### src/rtl/i2s_sample_bridge_if.sv
// Stereo sample stream: one left/right pair per valid/ready transfer.
interface i2s_sample_bridge_if #(
  parameter int D_WIDTH = 24
) ();
  logic               valid;
  logic               ready;
  logic [D_WIDTH-1:0] l;
  logic [D_WIDTH-1:0] r;

  modport master (output valid, output l, output r, input  ready);
  modport slave  (input  valid, input  l, input  r, output ready);
endinterface

### src/rtl/i2s_sample_bridge.sv
// i2s_sample_bridge: mclk-domain adapter between the I2S transceiver and the
// effect chain. Captures RX pairs on frame end into a FIFO (stream m) and
// commits TX pairs from stream s to the transceiver once per frame.
// Optional build macro: BRIDGE_MUTE_ON_UNDERRUN_EN (zero outputs on underrun
// instead of repeating the last pair).
module i2s_sample_bridge #(
  parameter int D_WIDTH    = 24,
  parameter int FIFO_DEPTH = 4
) (
  input  logic               mclk,
  input  logic               reset_n,
  input  logic               ws,
  input  logic [D_WIDTH-1:0] l_data_rx,
  input  logic [D_WIDTH-1:0] r_data_rx,
  output logic [D_WIDTH-1:0] l_data_tx,
  output logic [D_WIDTH-1:0] r_data_tx,
  i2s_sample_bridge_if.master m,
  i2s_sample_bridge_if.slave  s,
  output logic [7:0]         ovf_cnt,
  output logic [7:0]         udr_cnt
);

  localparam int PTR_W  = $clog2(FIFO_DEPTH);
  localparam int CNT_W  = $clog2(FIFO_DEPTH) + 1;
  localparam int PAIR_W = 2 * D_WIDTH;

  typedef enum logic {
    ST_WAIT_RISE,
    ST_ARMED
  } arm_state_e;

  logic                ws_q, ws_d;
  arm_state_e          state_q, state_d;
  logic                push_stb_q, push_stb_d;
  logic                commit_stb_q, commit_stb_d;
  logic [PAIR_W-1:0]   mem_q [FIFO_DEPTH];
  logic [PAIR_W-1:0]   mem_d [FIFO_DEPTH];
  logic [PTR_W-1:0]    wr_ptr_q, wr_ptr_d;
  logic [PTR_W-1:0]    rd_ptr_q, rd_ptr_d;
  logic [CNT_W-1:0]    count_q, count_d;
  logic [7:0]          ovf_cnt_q, ovf_cnt_d;
  logic [7:0]          udr_cnt_q, udr_cnt_d;
  logic [PAIR_W-1:0]   pend_q, pend_d;
  logic                pend_full_q, pend_full_d;
  logic [D_WIDTH-1:0]  tx_l_q, tx_l_d;
  logic [D_WIDTH-1:0]  tx_r_q, tx_r_d;

  logic rise, fall, pop, push_ok, xfer;

  // Edge detect on ws, arming FSM, and one-cycle-delayed frame strobes
  always_comb begin
    ws_d         = ws;
    state_d      = state_q;
    rise         = ws & ~ws_q;
    fall         = ~ws & ws_q;
    push_stb_d   = fall & (state_q == ST_ARMED);
    commit_stb_d = rise & (state_q == ST_ARMED);
    if (state_q == ST_WAIT_RISE && rise) begin
      state_d = ST_ARMED;
    end
  end

  // RX FIFO: push on frame strobe (pop in the same cycle frees a slot)
  always_comb begin
    mem_d     = mem_q;
    wr_ptr_d  = wr_ptr_q;
    rd_ptr_d  = rd_ptr_q;
    ovf_cnt_d = ovf_cnt_q;
    pop       = (count_q != '0) & m.ready;
    push_ok   = push_stb_q & ((count_q != CNT_W'(FIFO_DEPTH)) | pop);
    if (pop) begin
      rd_ptr_d = rd_ptr_q + PTR_W'(1);
    end
    if (push_ok) begin
      mem_d[wr_ptr_q] = {l_data_rx, r_data_rx};
      wr_ptr_d        = wr_ptr_q + PTR_W'(1);
    end else if (push_stb_q && ovf_cnt_q != 8'hFF) begin
      ovf_cnt_d = ovf_cnt_q + 8'd1;
    end
    count_d = count_q + CNT_W'(push_ok) - CNT_W'(pop);
  end

  // TX path: pending register loaded from stream s, committed on frame rise
  always_comb begin
    pend_d      = pend_q;
    pend_full_d = pend_full_q;
    tx_l_d      = tx_l_q;
    tx_r_d      = tx_r_q;
    udr_cnt_d   = udr_cnt_q;
    xfer        = s.valid & reset_n & ~pend_full_q;
    if (commit_stb_q) begin
      if (pend_full_q) begin
        tx_l_d      = pend_q[PAIR_W-1:D_WIDTH];
        tx_r_d      = pend_q[D_WIDTH-1:0];
        pend_full_d = 1'b0;
      end else begin
        if (udr_cnt_q != 8'hFF) begin
          udr_cnt_d = udr_cnt_q + 8'd1;
        end
`ifdef BRIDGE_MUTE_ON_UNDERRUN_EN
        tx_l_d = '0;
        tx_r_d = '0;
`else
        tx_l_d = tx_l_q;
        tx_r_d = tx_r_q;
`endif
      end
    end
    // A transfer implies the old pend_full was 0, so any same-cycle commit was
    // an underrun and the new pair waits for the next frame.
    if (xfer) begin
      pend_d      = {s.l, s.r};
      pend_full_d = 1'b1;
    end
  end

  // State register with synchronous active-low reset
  always_ff @(posedge mclk) begin
    if (!reset_n) begin
      ws_q         <= 1'b0;
      state_q      <= ST_WAIT_RISE;
      push_stb_q   <= 1'b0;
      commit_stb_q <= 1'b0;
      mem_q        <= '{default: '0};
      wr_ptr_q     <= '0;
      rd_ptr_q     <= '0;
      count_q      <= '0;
      ovf_cnt_q    <= '0;
      udr_cnt_q    <= '0;
      pend_q       <= '0;
      pend_full_q  <= 1'b0;
      tx_l_q       <= '0;
      tx_r_q       <= '0;
    end else begin
      ws_q         <= ws_d;
      state_q      <= state_d;
      push_stb_q   <= push_stb_d;
      commit_stb_q <= commit_stb_d;
      mem_q        <= mem_d;
      wr_ptr_q     <= wr_ptr_d;
      rd_ptr_q     <= rd_ptr_d;
      count_q      <= count_d;
      ovf_cnt_q    <= ovf_cnt_d;
      udr_cnt_q    <= udr_cnt_d;
      pend_q       <= pend_d;
      pend_full_q  <= pend_full_d;
      tx_l_q       <= tx_l_d;
      tx_r_q       <= tx_r_d;
    end
  end

  // Output drive
  always_comb begin
    m.valid   = (count_q != '0);
    m.l       = mem_q[rd_ptr_q][PAIR_W-1:D_WIDTH];
    m.r       = mem_q[rd_ptr_q][D_WIDTH-1:0];
    s.ready   = reset_n & ~pend_full_q;
    l_data_tx = tx_l_q;
    r_data_tx = tx_r_q;
    ovf_cnt   = ovf_cnt_q;
    udr_cnt   = udr_cnt_q;
  end

endmodule

### src/flat_wrapper.sv
// flat-port wrapper written by rule: the top's interface ports become plain ports
module i2s_sample_bridge_flat 
#(
  parameter int D_WIDTH    = 24,
  parameter int FIFO_DEPTH = 4
)
  (mclk, reset_n, ws, l_data_rx, r_data_rx, l_data_tx, r_data_tx, ovf_cnt, udr_cnt, m_valid, m_l, m_r, m_ready, s_valid, s_l, s_r, s_ready);
  i2s_sample_bridge_if #(.D_WIDTH(D_WIDTH)) m_i ();
  i2s_sample_bridge_if #(.D_WIDTH(D_WIDTH)) s_i ();
  input  logic mclk;
  input  logic reset_n;
  input  logic ws;
  input  logic [D_WIDTH-1:0] l_data_rx;
  input  logic [D_WIDTH-1:0] r_data_rx;
  output logic [D_WIDTH-1:0] l_data_tx;
  output logic [D_WIDTH-1:0] r_data_tx;
  output logic [7:0] ovf_cnt;
  output logic [7:0] udr_cnt;
  output wire logic [$bits(m_i.valid)-1:0] m_valid;
  output wire logic [$bits(m_i.l)-1:0] m_l;
  output wire logic [$bits(m_i.r)-1:0] m_r;
  input wire logic [$bits(m_i.ready)-1:0] m_ready;
  input wire logic [$bits(s_i.valid)-1:0] s_valid;
  input wire logic [$bits(s_i.l)-1:0] s_l;
  input wire logic [$bits(s_i.r)-1:0] s_r;
  output wire logic [$bits(s_i.ready)-1:0] s_ready;
  assign m_valid = m_i.valid;
  assign m_l = m_i.l;
  assign m_r = m_i.r;
  assign m_i.ready = m_ready;
  assign s_i.valid = s_valid;
  assign s_i.l = s_l;
  assign s_i.r = s_r;
  assign s_ready = s_i.ready;
  i2s_sample_bridge #(.D_WIDTH(D_WIDTH), .FIFO_DEPTH(FIFO_DEPTH)) u_core (.mclk(mclk), .reset_n(reset_n), .ws(ws), .l_data_rx(l_data_rx), .r_data_rx(r_data_rx), .l_data_tx(l_data_tx), .r_data_tx(r_data_tx), .m(m_i), .s(s_i), .ovf_cnt(ovf_cnt), .udr_cnt(udr_cnt));
endmodule
### config.mk
export PLATFORM = sky130hd
export DESIGN_NAME = i2s_sample_bridge_flat
export DESIGN_NICKNAME = d
export VERILOG_FILES = /design/src/rtl/i2s_sample_bridge_if.sv /design/src/rtl/i2s_sample_bridge.sv /design/src/flat_wrapper.sv
export SDC_FILE = /design/constraint.sdc
export NUM_CORES = 1
export LEC_CHECK = 0
export CAP_MARGIN = 20
export CORE_MARGIN = 2
export CORE_UTILIZATION = 45
export DETAILED_ROUTE_END_ITERATION = 7
export PLACE_DENSITY_LB_ADDON = 0.3
export SETUP_SLACK_MARGIN = 0.15
export SLEW_MARGIN = 20
export SYNTH_ARGS = -nofsm -noshare
export SYNTH_HDL_FRONTEND = slang
export SYNTH_SLANG_ARGS = --single-unit
### constraint.sdc
create_clock -name mclk -period 2.75 [get_ports mclk]
set_clock_uncertainty 0.2 [all_clocks]
set_input_delay 0.4125 -clock mclk [delete_from_list [all_inputs] [get_ports mclk]]
set_output_delay 0.4125 -clock mclk [all_outputs]
set_load 0.02 [all_outputs]
==> results.py <==
metrics = {
    "placed_design": {
        "post-place-ws_ns": 0.115,
        "dpl_cell_area_um2": 14800,
        "gp_congestion": 0.768,
        "port_buffers": 214,
        "hpwl_um": 19300,
    },
    "timing": {
        "finalSetupTns_ns": 0,
        "max_freq_mhz": 391,
        "setup_viol_count_final": 0,
        "hold_violations": 0,
        "drv_slew": 0,
        "rsz0062_at_grt": "false",
        "fin_crit_sh_pct": 93.0,
        "slew_headroom_pct": 53.4,
        "period_needed_ns": 2.56,
        "tightestPinTransition_ns": 0.699,
        "fin_ws_ns": 0.191,
    },
    "yosys": {
        "synth_top_area_cell": "dfxtp_1",
        "synthDistinctLibCells": 37,
        "synth_edf_count": 0,
        "syn_nets": 1569,
        "synthTopCellsByCount": "nand2_1 (585), dfxtp_1 (316), a21oi_1 (250)",
        "synth_area_leaders": "dfxtp_1 (51%), nand2_1 (18%), a21oi_1 (10%), mux4_2 (8.7%), o21ai_0 (2.2%)",
        "synthFlopType": "dfxtp_1",
        "syn_area_per_cell_um2": 8.52,
        "yosysMostFrequentCell": "nand2_1",
        "ys_ff_latch": 316,
        "netlist_area_um2": 12400,
        "yosysTopAreaCellShare_pct": 50.9,
        "ys_seq_area_share_pct": 50.9,
        "yosysWarnings": 0,
        "async_reset_ff_share_pct": 0,
        "post_synth_inst_count": 1459,
    },
    "setup_path": {
        "reg2reg_slack_ns": 0.49,
        "required_ns": 2.14,
        "critPathKind": "reg2out",
        "arrival_ns": 1.95,
        "reg2reg_to": "u_core.count_q[2]",
        "crit_path_max_fanout": 13,
        "start_kind": "flip-flop",
        "end_kind": "primary output",
        "r2r_start": "u_core.count_q[1]",
        "reg2reg_depth": 9,
    },
    "die": {
        "initial_core_util_pct": 46.0,
        "die_y_um": 170,
        "coreArea_um2": 27000,
        "std_cell_rows": 60,
        "pin_count": 215,
        "die_area_um2": 29000,
        "die_w_um": 170,
    },
    "routing": {
        "vias_per_cell": 5.28,
        "wl_um": 32500,
        "firstDrtPassIters": 5,
        "dr_total_vias": 10585,
        "drt_iter0_drc": 744,
        "ant_nets": 0,
        "wl_per_cell_um": 16.2,
        "drc": 0,
    },
    "clock_tree": {
        "cts_buffers": 34,
        "clock_sinks": 316,
        "root_buffer": "clkbuf_16",
        "cts.clk_slew.worst_paths_ns": 0.06,
        "clockBufferDepth": 3,
        "cts_tree": "yes",
        "htree_levels": 2,
        "clk_latency_ns": 0.51,
        "ctsHoldBuffers": 0,
    },
    "min_path": {
        "worstHoldStart": "reset_n",
        "hold_end": "u_core.pend_q[41]",
        "worstHoldPathCells": 3,
        "hp-class": "in2reg",
    },
    "layout": {
        "fin_nets": 1747,
        "finish.instance_area_um2": 16000,
        "antenna_cells": 0,
        "layout-drive-gt1-share_pct": 11.8,
        "fin_util_pct": 59.1,
        "area_growth_pct": 28.4,
    },
    "power_and_ir_drop": {
        "ir_drop_uv": 420,
        "power.density_nw_per_um2": 685,
        "leakage_nw": 5.45,
    },
    "grt": {
        "track_usage_pct": 22.4,
        "globalRouteOverflowTotal": 0,
        "grt_pass1_vias": 10389,
        "grt_pass1_wl_um": 52200,
        "grt_max_degree": 73,
        "antenna_found_initial": 0,
    },
    "run": {
        "cap_violations": 0,
    },
    "status": {
        "status": "completed",
    },
}
[critical path, stage by stage (launching register included)]
cell	delay, ns
dfxtp_4	0.42
buf_12	0.18
mux4_2	0.55
clkdlybuf4s15_2	0.28
[per-layer routing]
layer / vias to the layer above / share of wire, % / global-route usage (%)
met4: 0 / 1.8 / 6.09
li1: 5192 / - / -
met1: 5012 / 41 / 26.8
met3: 48 / 8.6 / 6.28
met2: 333 / 49 / 39.3
met5: - / 0 / 0
[metrics by stage]
| stage | std cells | power (mW) | hold WS (ns) |
|---|---|---|---|
| after global routing | 2004 | 11.3 | 0.0767 |
| after detailed placement | 1932 | 6.03 | 0.219 |
| final | 2004 | 10.9 | 0.0778 |
| after CTS | 2001 | 11.0 | 0.0603 |
| after floorplan | 1459 | 5.50 | 0.196 |
| after global placement | 1932 | 6.02 | 0.216 |
[cells by family (layout without fill, tap and decap cells)]
| family | after synthesis | count (layout) | synth area share (%) |
|---|---|---|---|
| xor+xnor | 10 | 10 | 0.704 |
| fa+ha+maj | 9 | 9 | 0.966 |
| flops | 316 | 316 | 50.9 |
| simple gates | 640 | 640 | 20.5 |
| mux | 50 | 50 | 8.85 |
| buf+inv | 122 | 326 | 5.35 |
| compound gates | 312 | 312 | 12.7 |
[power by group]
part           switching, mW  total [mW]  internal (mW)
clock network           1.81        4.86           3.04
registers             0.0917        4.77           4.67
logic                  0.587        1.30          0.715
total                   2.49        10.9           8.43
[worst max-delay path by stage]
stage,startpoint,endpoint,depth (start not counted)
floorplan,m_ready,u_core.count_q[2],10
detailed placement,m_ready,u_core.count_q[2],10
CTS,u_core.rd_ptr_q[0],m_r[2],4
finish,u_core.rd_ptr_q[0],m_r[14],3
global placement,m_ready,u_core.count_q[2],10
global route,u_core.rd_ptr_q[0],m_l[6],4
[layout by cell type, fill, tap and decap left out, types with 14 or more instances in the layout]
cell type	Yosys	final
nand2_1	585	585
a21oi_1	250	250
buf_2	22	31
buf_4	0	20
buf_12	0	19
nor2_1	14	14
mux4_2	48	48
clkdlybuf4s50_1	0	165
o21ai_0	54	54
dfxtp_1	316	314
clkbuf_16	0	38
[final cells by class]
| type | instances | area, µm² |
|---|---|---|
| clock buffer | 53 | 1070 |
| clock inverter | 9 | 145 |
| fill | 2372 | 11100 |
| inverter | 11 | 48.8 |
| multi-input combinational | 1021 | 5440 |
| sequential | 316 | 6330 |
| tap | 341 | 427 |
| timing repair buffer | 253 | 2500 |
[sequential cells by signal, summed over array words and instances, names as in the netlist]
register / count
u_core.mem_q: 192
u_core.pend_q: 48
u_core.l_data_tx: 24
u_core.r_data_tx: 24
u_core.ovf_cnt: 8
u_core.udr_cnt: 8
u_core.count_q: 3
u_core.rd_ptr_q: 2
u_core.wr_ptr_q: 2
u_core.commit_stb_q: 1
u_core.pend_full_q: 1
u_core.push_stb_q: 1
u_core.state_q: 1
u_core.ws_q: 1
[what timing repair did]
action,in CTS,in global routing
endpoints found under the setup margin,48,16
gates cloned,0,1
gates resized for setup,154,17
hold endpoints to repair,0,0
setup buffers,7,2
(Power assumes the default switching activity.)
==> variant 1: new RTL, same settings <==
`D_WIDTH` is set to 24 in 3 places; all go to 12.
--- a/src/rtl/i2s_sample_bridge_if.sv
+++ b/src/rtl/i2s_sample_bridge_if.sv
@@ -1,6 +1,6 @@
 // Stereo sample stream: one left/right pair per valid/ready transfer.
 interface i2s_sample_bridge_if #(
-  parameter int D_WIDTH = 24
+  parameter int D_WIDTH = 12
 ) ();
   logic               valid;
   logic               ready;
--- a/src/rtl/i2s_sample_bridge.sv
+++ b/src/rtl/i2s_sample_bridge.sv
@@ -4,7 +4,7 @@
 // Optional build macro: BRIDGE_MUTE_ON_UNDERRUN_EN (zero outputs on underrun
 // instead of repeating the last pair).
 module i2s_sample_bridge #(
-  parameter int D_WIDTH    = 24,
+  parameter int D_WIDTH    = 12,
   parameter int FIFO_DEPTH = 4
 ) (
   input  logic               mclk,
--- a/src/flat_wrapper.sv
+++ b/src/flat_wrapper.sv
@@ -1,7 +1,7 @@
 // flat-port wrapper written by rule: the top's interface ports become plain ports
 module i2s_sample_bridge_flat 
 #(
-  parameter int D_WIDTH    = 24,
+  parameter int D_WIDTH    = 12,
   parameter int FIFO_DEPTH = 4
 )
   (mclk, reset_n, ws, l_data_rx, r_data_rx, l_data_tx, r_data_tx, ovf_cnt, udr_cnt, m_valid, m_l, m_r, m_ready, s_valid, s_l, s_r, s_ready);
Ports: changed (8 resized); port bits go from 215 to 119. The function was not compared with the original's and may differ.
==> variant 1 against the original RTL <==
  * Count of clock-buffer cells in the layout shrank 33
  * Total power shrank 47%
  * Wire length shrank 50%
  * Setup slack gained 0.0096 ns
  * Die area shrank 43%
  * Maximum frequency grew 0.37%
  * Sequential cell count shrank 144
  * Final area shrank 45%
  * Area after synthesis shrank 44%
==> variant 1: results (changes against the original RTL) <==
outcome=finished clean; non-clk buf share=15.89% (+0.25 points); port buffer count=118 (-45%); Tot GR Track Use=20.35% (-2.0 points); count of multi-input gates=565 (-45%); Switch Pwr=0.001417 W (-43%); Hold/Removal Path Class=reg -> reg; setup bufs post-CTS=1 (-6); multi-input logic area=3107 um^2 (-43%); Seq area share=38.99% (-0.69 points); Clock buffer cells=20 (-62%); Final nets=970 (-44%); Synth cell types=35 (-5.4%); number of cells upsized or downsized after cts=36 (-77%); Placed Area=8257 um^2 (-44%); Max-slew headroom=42.16% (-11 points); number of DRC markers in iteration 0=390 (-48%); syn_nets=868 (-45%); Tap Cells=188 (-45%); Largest regs=u_core.mem_q x96, u_core.pend_q x24; pwr/cell area=652.1 nW/um^2 (-4.7%); Routed WL=16350 um (-50%); fraction of layout cells with a size suffix above 1=10.97% (-0.88 points); VDD IR-drop max=456.4 uV (+8.7%); routability cong.=0.7739 (+0.72%); DP Wirelength=9928 um (-49%); most frequent cells after synthesis=nand2_1, dfxtp_1, a21oi_1
-- variant 1: cell count changes in the layout (fill, tap and decap cells not counted), moves of 21 or more --
cell | unedited run | this run
a21oi_1 | 250 | 132
buf_2 | 31 | 0
clkbuf_16 | 38 | 17
clkdlybuf4s50_1 | 165 | 96
dfxtp_1 | 314 | 171
mux4_2 | 48 | 24
nand2_1 | 585 | 296
o21ai_0 | 54 | 31
-- variant 1: how the worst min path moves through the flow --
stage	slack, ns	to	cells after the start	startpoint
after global routing	0.24	u_core.commit_stb_q	1	u_core.ws_q
after CTS	0.22	u_core.commit_stb_q	1	u_core.ws_q
after global placement	0.21	u_core.commit_stb_q	1	u_core.ws_q
after detailed placement	0.21	u_core.commit_stb_q	1	u_core.ws_q
after floorplan	0.20	u_core.commit_stb_q	1	u_core.ws_q
final	0.22	u_core.commit_stb_q	1	u_core.ws_q
-- variant 1: routing by layer --
metal	global-route usage [%]	wire length, um	vias to the layer above
li1	-	-	2903
met3	5.509	883	14
met1	26.82	7500	2734
met4	5.559	164	0
met2	33.09	7805	145
met5	0	0	-
-- variant 1: cell families (layout without fill, tap and decap cells) --
family / count (synthesis) / after routing / share of synthesized area, %
muxes: 26 / 26 / 8.079
adders and majority gates: 9 / 9 / 1.731
and+or+nand+nor: 350 / 350 / 21.21
buffers and inverters: 69 / 184 / 5.591
AOI/OAI and AO/OA: 172 / 172 / 12.75
xor gates and xnor gates: 8 / 8 / 1.010
DFF: 172 / 172 / 49.63
-- variant 1: stage by stage --
stage,power [W],setup slack (ns)
2_1_floorplan,0.003071,0.4330
6_report,0.005765,0.2009
3_5_place_dp,0.003333,0.04994
4_1_cts,0.005814,0.1546
5_1_grt,0.005975,0.1497
3_3_place_gp,0.003330,0.09526
==> variant 2: new RTL, config.mk and constraints unchanged <==
Made on the original files. Put a register stage on the output `udr_cnt`, cleared by the reset. The value now appears one clock later. The other outputs are not delayed to match.
--- a/src/rtl/i2s_sample_bridge.sv
+++ b/src/rtl/i2s_sample_bridge.sv
@@ -28,6 +28,8 @@
     ST_WAIT_RISE,
     ST_ARMED
   } arm_state_e;
+
+  logic [7:0] udr_cnt_c;
 
   logic                ws_q, ws_d;
   arm_state_e          state_q, state_d;
@@ -158,7 +160,15 @@
     l_data_tx = tx_l_q;
     r_data_tx = tx_r_q;
     ovf_cnt   = ovf_cnt_q;
-    udr_cnt   = udr_cnt_q;
+    udr_cnt_c = udr_cnt_q;
+  end
+
+  always_ff @(posedge mclk) begin
+    if (!reset_n) begin
+      udr_cnt <= '0;
+    end else begin
+      udr_cnt <= udr_cnt_c;
+    end
   end
 
 endmodule
Formal check against the unedited RTL: not equivalent (a bounded check fails within 10 cycles, from zero or initial values and one cycle with reset_n low).
==> variant 2 against the original RTL <==
  * Total power down 1.1%
  * Cell count up 2.3%
  * Count of clock-buffer cells in the layout down 3
  * Wire length down 0.36%
  * Register-to-register slack better by 0.06 ns
  * Critical path depth unchanged
  * Final area up 0.82%
  * Critical path type unchanged
  * Maximum frequency up 0.16%
  * Setup slack better by 0.0040 ns
  * Sequential cell count up 8
  * Area after synthesis up 1.7%
==> variant 2: results (changes against the original RTL) <==
Least-Margin Pin Slew=0.7134 ns (+0.01471 ns); R2R depth=5 (-4); Filler Cell Count=2472 (+4.2%); Vias/cell=5.134 (-2.8%); WHS Endpoint=u_core.udr_cnt_c[6]; reg2reg end=u_core.ovf_cnt[5]; Seq/Total Area, Yosys=51.30% (+0.43 points); placed insts=1984 (+2.7%); largest net degree at the start of global routing=97 (+33%); ys flop type=dfxtp_1; DR WL/cell=15.80 um (-2.6%); worst flop-to-flop path startpoint=u_core.count_q[0]; fraction of layout cells with a size suffix above 1=11.24% (-0.60 points); outcome=finished clean; vias in the first global route=10314 (-0.72%); number of DRC markers in iteration 0=727 (-2.3%); DP Wirelength=19530 um (+0.96%); worst-path maximum fanout=5 (-8); VDD IR-drop max=528.6 uV (+26%); Hold Slack=0.1797 ns (+0.1019 ns); Synth cell types=39 (+5.4%); most frequent cells after synthesis=nand2_1, dfxtp_1, a21oi_1; syn_nets=1584 (+0.96%); Final nets=1758 (+0.63%); Place WS=-0.1266 ns (-0.2414 ns)
[variant 2: worst max-delay path by stage]
stage	from	to	slack, ns	depth (start not counted)
final	u_core.rd_ptr_q[0]	m_r[4]	0.20	3
after CTS	u_core.rd_ptr_q[0]	m_r[11]	0.07	4
after detailed placement	m_ready	u_core.ovf_cnt[2]	-0.13	7
after global routing	u_core.rd_ptr_q[0]	m_r[4]	0.15	3
after floorplan	m_ready	u_core.count_q[2]	0.42	10
after global placement	m_ready	u_core.ovf_cnt[7]	-0.07	6
[variant 2: final cells by class]
type                    instances  area (um^2)  share of cell area (%)
clock inverters                 9        147.6                  0.9176
inverters                      10        45.04                  0.2799
flip-flops and latches        324         6491                   40.34
diodes                          1        2.502                 0.01555
multi-input cells            1029         5495                   34.15
well taps                     378        473.0                   2.939
clock buffers                  50         1036                   6.439
repair buffers                250         2400                   14.91
[variant 2: routing by layer]
metal	vias up	part of all wire (%)	wire (um)	global-route usage, %
met5	-	0	0	0
met4	0	2.0	663	6.301
met3	52	9.3	3028	7.248
met2	335	48	15530	37.59
met1	4921	41	13190	25.86
li1	5221	-	-	-
[variant 2: per-stage QoR]
| stage | util (%) | setup TNS (ns) | cell area, um^2 |
|---|---|---|---|
| after global routing | 58.07 | 0 | 16090 |
| after floorplan | - | 0 | 12640 |
| after global placement | 54.31 | -0.1865 | 15050 |
| final | 58.08 | 0 | 16090 |
| after detailed placement | 54.31 | -0.3743 | 15050 |
| after CTS | 58.33 | 0 | 16160 |
[variant 2: cells by family (layout without fill, tap and decap cells)]
family,Yosys count,count (layout),share of synthesized area (%)
adders and majority gates,8,8,0.8510
other,0,1,0
xor gates and xnor gates,9,9,0.6235
and+or+nand+nor,648,648,20.47
buffers and inverters,122,319,5.245
muxes,53,53,8.966
DFF,324,324,51.30
AOI/OAI and AO/OA,311,311,12.55
[variant 2: power breakdown]
part           internal (W)  leakage [nW]  switching (W)
clock network       0.00299         0.579        0.00183
registers           0.00478          2.62      0.0000691
logic              0.000584          2.34       0.000544
total               0.00836          5.54        0.00245
[variant 2: worst register-to-register path: cells and delay by family, from the launching register on]
kind	cells	cell delay (ns)
AOI/OAI and AO/OA	2	0.38
and+or+nand+nor	2	1.01
buffers and inverters	1	0.20
DFF	1	0.35
[variant 2: repair_timing]
| item | CTS | global route |
|---|---|---|
| gates resized for setup | 139 | 17 |
| hold buffers | 0 | 0 |
| cloned | 0 | 0 |
| buffers inserted | 7 | 0 |
| setup endpoints to repair | 48 | 13 |
| pin swaps | 0 | 0 |
